$ cat src/rtl/sample_scan_ctrl.sv
// Sample scan sequencer: captures one triangle and its bounding box, then walks every sample
// location in raster order (x fastest), one per cycle, stalling on downstream backpressure.
// Optional build macro SAMPLE_COUNT_EN adds a saturating consumed-sample counter output.
module sample_scan_ctrl #(
  parameter int SIGFIG = 24,
  parameter int RADIX  = 10,
  parameter int VERTS  = 3,
  parameter int AXIS   = 3,
  parameter int COLORS = 3
) (
  input  logic                                    clk,
  input  logic                                    rst,
  input  logic [VERTS-1:0][AXIS-1:0][SIGFIG-1:0]  tri_R13S,
  input  logic [COLORS-1:0][SIGFIG-1:0]           color_R13U,
  input  logic [1:0][1:0][SIGFIG-1:0]             box_R13S,
  input  logic                                    validTri_R13H,
  output logic                                    halt_R13L,
  input  logic [3:0]                              subSample_RnnnnU,
  input  logic                                    halt_RnnnnL,
  output logic [VERTS-1:0][AXIS-1:0][SIGFIG-1:0]  tri_R14S,
  output logic [COLORS-1:0][SIGFIG-1:0]           color_R14U,
  output logic [1:0][SIGFIG-1:0]                  sample_R14S,
  output logic                                    validSamp_R14H
`ifdef SAMPLE_COUNT_EN
  ,
  output logic [31:0]                             samp_count_R14U
`endif
);

  typedef enum logic {
    WAIT = 1'b0,
    TEST = 1'b1
  } state_t;

  state_t state, state_nxt;

  logic signed [SIGFIG-1:0] ll_x, ll_y, ur_x, ur_y;
  logic signed [SIGFIG-1:0] samp_x, samp_y;
  logic        [SIGFIG-1:0] step;

  logic signed [SIGFIG:0]   x_nxt, y_nxt;
  logic                     x_fits, y_fits, inverted;
  logic                     accept, consume, walk_done;

  // Non-one-hot encodings fall back to a whole-pixel step.
  function automatic logic [SIGFIG-1:0] step_of(input logic [3:0] sub);
    logic [SIGFIG-1:0] unit;
    unit = {{(SIGFIG-1){1'b0}}, 1'b1};
    case (sub)
      4'b0100: return unit << (RADIX - 1);
      4'b0010: return unit << (RADIX - 2);
      4'b0001: return unit << (RADIX - 3);
      default: return unit << RADIX;
    endcase
  endfunction

`ifdef SAMPLE_COUNT_EN
  function automatic logic [31:0] sat_inc(input logic [31:0] c);
    return (c == 32'hFFFF_FFFF) ? c : c + 32'd1;
  endfunction
`endif

  // One extra bit on the adders keeps x+step from wrapping back below ur.
  assign x_nxt  = $signed({samp_x[SIGFIG-1], samp_x}) + $signed({1'b0, step});
  assign y_nxt  = $signed({samp_y[SIGFIG-1], samp_y}) + $signed({1'b0, step});
  assign x_fits = (x_nxt <= $signed({ur_x[SIGFIG-1], ur_x}));
  assign y_fits = (y_nxt <= $signed({ur_y[SIGFIG-1], ur_y}));
  assign inverted = (ur_x < ll_x) || (ur_y < ll_y);

  assign accept    = validTri_R13H && halt_R13L;
  assign consume   = (state == TEST) && halt_RnnnnL;
  assign walk_done = consume && (inverted || (!x_fits && !y_fits));

  always_ff @(posedge clk or negedge rst) begin
    if (!rst) state <= WAIT;
    else      state <= state_nxt;
  end

  always_comb begin
    state_nxt      = state;
    halt_R13L      = 1'b0;
    validSamp_R14H = 1'b0;
    case (state)
      WAIT: begin
        halt_R13L = 1'b1;
        if (accept) state_nxt = TEST;
      end
      TEST: begin
        validSamp_R14H = 1'b1;
        if (walk_done) state_nxt = WAIT;
      end
      default: state_nxt = WAIT;
    endcase
  end

  // Capture stage: triangle, colour, box and step are latched on transfer.
  always_ff @(posedge clk or negedge rst) begin
    if (!rst) begin
      tri_R14S   <= '0;
      color_R14U <= '0;
      ll_x       <= '0;
      ll_y       <= '0;
      ur_x       <= '0;
      ur_y       <= '0;
      step       <= '0;
    end else if (accept) begin
      tri_R14S   <= tri_R13S;
      color_R14U <= color_R13U;
      ll_x       <= $signed(box_R13S[0][0]);
      ll_y       <= $signed(box_R13S[0][1]);
      ur_x       <= $signed(box_R13S[1][0]);
      ur_y       <= $signed(box_R13S[1][1]);
      step       <= step_of(subSample_RnnnnU);
    end
  end

  // Walk stage: the sample position advances only when downstream consumes it.
  always_ff @(posedge clk or negedge rst) begin
    if (!rst) begin
      samp_x <= '0;
      samp_y <= '0;
    end else if (accept) begin
      samp_x <= $signed(box_R13S[0][0]);
      samp_y <= $signed(box_R13S[0][1]);
    end else if (consume && !walk_done) begin
      if (x_fits) begin
        samp_x <= x_nxt[SIGFIG-1:0];
      end else begin
        samp_x <= ll_x;
        samp_y <= y_nxt[SIGFIG-1:0];
      end
    end
  end

  assign sample_R14S[0] = samp_x;
  assign sample_R14S[1] = samp_y;

`ifdef SAMPLE_COUNT_EN
  always_ff @(posedge clk or negedge rst) begin
    if (!rst)         samp_count_R14U <= '0;
    else if (consume) samp_count_R14U <= sat_inc(samp_count_R14U);
  end
`endif

endmodule
$ cat config.mk
export PLATFORM = sky130hd
export DESIGN_NAME = sample_scan_ctrl
export DESIGN_NICKNAME = d
export VERILOG_FILES = /design/src/rtl/sample_scan_ctrl.sv
export SDC_FILE = /design/constraint.sdc
export NUM_CORES = 1
export LEC_CHECK = 0
export CORE_AREA = 2 2 288 290
export CTS_CLUSTER_SIZE = 16
export DETAILED_ROUTE_END_ITERATION = 8
export DIE_AREA = 0 0 290 292
export GPL_TIMING_DRIVEN = 0
export PLACE_DENSITY = 0.6
export SLEW_MARGIN = 20
export SYNTH_ARGS = -nofsm -noshare
export SYNTH_HDL_FRONTEND = slang
export SYNTH_SLANG_ARGS = --single-unit
$ cat constraint.sdc
create_clock -name clk -period 5.5 [get_ports clk]
set_input_delay 1.1 -clock clk [delete_from_list [all_inputs] [get_ports clk]]
set_output_delay 1.1 -clock clk [all_outputs]
set_load 0.01 [all_outputs]
==> flow_summary.json <==
{
  "initial_utilization_pct": 24.47,
  "p_switching_mw": 7.643,
  "path_max_fanout": 10,
  "p_clk_share_pct": 19.4,
  "synth_top_area_cell": "dfrtp_1",
  "synth_top_family_by_area": "simple AND/OR/NAND/NOR gates",
  "sequentialPowerShare_pct": 31.0,
  "synthAdderAreaFrac_pct": 6.718,
  "max_stage_delay_ns": 0.56,
  "relSlewSlack_pct": 31.21,
  "dieHeight_microns": 292,
  "cp.arrival_ns": 5.58,
  "cts_setup_buffers": 0,
  "core_area_sq_um": 81580,
  "grt_usage_pct": 19.58,
  "synth_compound_area_share_pct": 9.031,
  "drv_cap": 0,
  "clock-sinks": 437,
  "wire_per_inst_microns": 20.28,
  "grt_pass1_wl_mm": 125.2,
  "critical-path-slowest-cell": "clkbuf_1",
  "syn_to_final_growth_pct": 53.02,
  "ant_nets": 0,
  "synth_top_area_share_pct": 54.78,
  "synth_area_leaders": "dfrtp_1, nand2_1, ha_1",
  "powerDensity_nw_per_um2": 612.1,
  "gp_congestion": 0.8951,
  "drtPass1Iterations": 8,
  "fin_worst_skew_ns": 0.01234,
  "synthCells": 2262,
  "grt_overflow": 0,
  "crit_family": "compound AO/OA/AOI/OAI gates",
  "grt_max_degree": 86,
  "ys_warn_count": 0,
  "worst_slew_pin_slew_ns": 1.032,
  "p_int_mw": 11.06,
  "synth_nets": 2760,
  "cts_hold_buf": 0,
  "grt_pass1_vias": 19150,
  "cts_root_buffer": "clkbuf_16",
  "setup_tns_ns": 0,
  "drt_iter0_drc": 1232,
  "num_vias": 18780,
  "hold_violations": 0,
  "fillers": 8250,
  "ir_worst_vdd_v": 0.0003142,
  "yosys.area_share.simple_pct": 23.90,
  "numCtsBuffers": 52,
  "syn_area_sq_um": 19960,
  "viasPerCell": 4.509,
  "antenna_found_initial": 9,
  "seq_area_frac_synth_pct": 54.78,
  "crit_type": "reg2reg",
  "clock_latency_ns": 0.59,
  "die_w_microns": 290,
  "drcViolationCount": 0,
  "switching_share_pct": 40.87,
  "drt_wl_total_mm": 84.47,
  "cts.path.max_buffers": 3,
  "final_cell_area_sq_um": 30550,
  "finalMaxSlewViolations": 0,
  "h-tree-depth": 2,
  "hold_path.class": "in2async",
  "clk_pin_slew_ns": 0.06,
  "use_met1_pct": 24.00,
  "cp-end-kind": "flop",
  "fin_ws_ns": 0.3516,
  "status": "finished clean",
  "layout-drive-gt1-share_pct": 3.882,
  "worstPathRequired_ns": 5.93,
  "ys_ff_latch": 437,
  "grt_use_met2_pct": 34.00,
  "final-setup-viol-count": 0,
  "boundaryPins": 730,
  "cp.buffers_inverters": 1,
  "path_cells": "ha_1, fa_1, a21o_1, a21oi_2, nor2_1, nand4_1, nor2_1, nand3_1, xnor2_1, ha_1, a2111oi_0, a21boi_1, nand4_1, nand2_1, clkbuf_1, nand3_1, o21ai_0, a31oi_1",
  "ys_types": 60,
  "synthFlopType": "dfrtp_1",
  "cp-start-kind": "flop",
  "synth_xor_area_share_pct": 1.316,
  "synth_mux_area_share_pct": 0.05014,
  "dpl-instance-area_sq_um": 28750,
  "fmax_mhz": 194.2,
  "global_route.usage.met3_pct": 4.963,
  "syn_area_per_cell_sq_um": 8.826,
  "hpwl_mm": 66.27,
  "place_ws_ns": 0.2679,
  "fin_crit_sh_pct": 93.61,
  "die-area_sq_um": 84680,
  "synth_edf_count": 0,
  "rsz0062_at_grt": "no",
  "finalNetCount": 3548,
  "cts_tree": "done",
  "period_needed_ns": 5.148,
  "rows": 105,
  "synth-async-reset-ratio_pct": 100.0,
  "p_leak_nw": 14.37,
  "grt_busiest_layer": "met2",
  "port_buffers": 729,
  "comb_power_share_pct": 49.6
}
-- worst paths after layout --
| path | start | endpoint | cells past startpoint | slack (ns) |
|---|---|---|---|---|
| min in group clk | tri_R14S[115] | tri_R14S[115] | 2 | 0.47 |
| min reg2reg | tri_R14S[115] | tri_R14S[115] | 2 | 0.47 |
| max in group asynchronous | rst | tri_R14S[171] | 4 | 3.48 |
| max | step[7] | samp_y[18] | 18 | 0.35 |
| max reg2reg | step[7] | samp_y[18] | 18 | 0.35 |
| min | rst | step[7] | 1 | 0.43 |
-- repair_timing --
action,in CTS,in global routing
hold endpoints to repair,0,0
setup endpoints to repair,0,27
resized for setup,0,2
-- metrics by stage --
stage | power [mW] | utilization (%) | hold slack (ns) | std cells
3_5_place_dp | 15.12 | 35.23 | 0.4603 | 4066
3_3_place_gp | 15.04 | 35.06 | 0.4558 | 4061
6_report | 18.70 | 37.45 | 0.4277 | 4166
4_1_cts | 18.86 | 37.42 | 0.4079 | 4161
2_1_floorplan | 10.15 | - | 0.4380 | 2262
5_1_grt | 20.03 | 37.44 | 0.4333 | 4163
-- logic make-up after synthesis --
family | count (synthesis)
xor+xnor | 30
simple gates | 1186
buf+inv | 217
fa+ha+maj | 106
compound gates | 285
mux | 1
flops | 437
-- layout make-up --
type,instances,area (sq um),share of cell area [%]
antenna,5,12.51,0.04096
buffer,112,449.2,1.470
timing repair buffer,734,7440,24.35
multi-input combinational,1608,8198,26.83
sequential,437,10940,35.80
clock inverter,21,246.5,0.8068
clock buffer,74,1535,5.025
tap,1070,1339,4.382
inverter,105,394.1,1.290
-- power groups by stage --
| stage | registers, mW | logic [mW] | clock network [mW] |
|---|---|---|---|
| 2_1_floorplan | 6.15 | 4.01 | 0 |
| 3_3_place_gp | 5.80 | 9.24 | 0 |
| 3_5_place_dp | 5.80 | 9.32 | 0 |
| 4_1_cts | 5.78 | 9.38 | 3.71 |
| 5_1_grt | 5.98 | 10.2 | 3.83 |
| 6_report | 5.80 | 9.28 | 3.62 |
-- flip-flops by register name, indices dropped and copies added (netlist names), 24 cells and up --
| register | flops |
|---|---|
| ll_x | 24 |
| samp_x | 24 |
| color_R14U | 72 |
| ur_x | 24 |
| ur_y | 24 |
| samp_y | 24 |
| tri_R14S | 216 |
| ll_y | 24 |
-- worst register-to-register path: stages (launching register included) --
cell and delay (ns):
dfrtp_1 0.47, ha_1 0.25, fa_1 0.40, a21o_1 0.21, a21oi_2 0.30, nor2_1 0.18
nand4_1 0.25, nor2_1 0.13, nand3_1 0.16, xnor2_1 0.14, ha_1 0.26, a2111oi_0 0.34
a21boi_1 0.31, nand4_1 0.26, nand2_1 0.28, clkbuf_1 0.56, nand3_1 0.17, o21ai_0 0.18
a31oi_1 0.12
-- per-layer routing --
layer / part of all wire (%) / vias to the layer above / routed length, microns
li1: - / 8917 / -
met1: 40 / 9034 / 33870
met2: 50 / 699 / 41900
met3: 7.4 / 129 / 6286
met4: 2.8 / 4 / 2383
met5: 0.032 / - / 27
-- cells in the mapped netlist, drive strengths merged, types with 6 or more instances --
master	instances
a211oi	6
nand2b	8
inv	105
a21oi	47
nand4b	7
a31oi	28
o21ai	118
nand4	19
nor2	45
a21o	31
dfrtp	437
nor2b	6
and2	14
buf	21
xnor2	13
nand2	1015
nor3	14
and3	8
ha	104
nand3	29
or4	6
clkbuf	91
a221o	12
xor2	17
o31ai	11
-- placed cells by master (no fill, tap or decap), types with 14 or more instances in the layout --
cell type / instances
ha_1: 104
clkbuf_1: 97
nand2_1: 1014
nor2_1: 44
a21o_1: 31
o21ai_0: 116
and2_1: 14
nand4_1: 19
a21oi_1: 46
dfrtp_1: 437
nand3_1: 28
clkbuf_16: 53
xor2_1: 17
nor3_1: 14
a31oi_1: 27
inv_1: 105
clkdlybuf4s50_1: 728
Power figures use the tool's default switching activity.
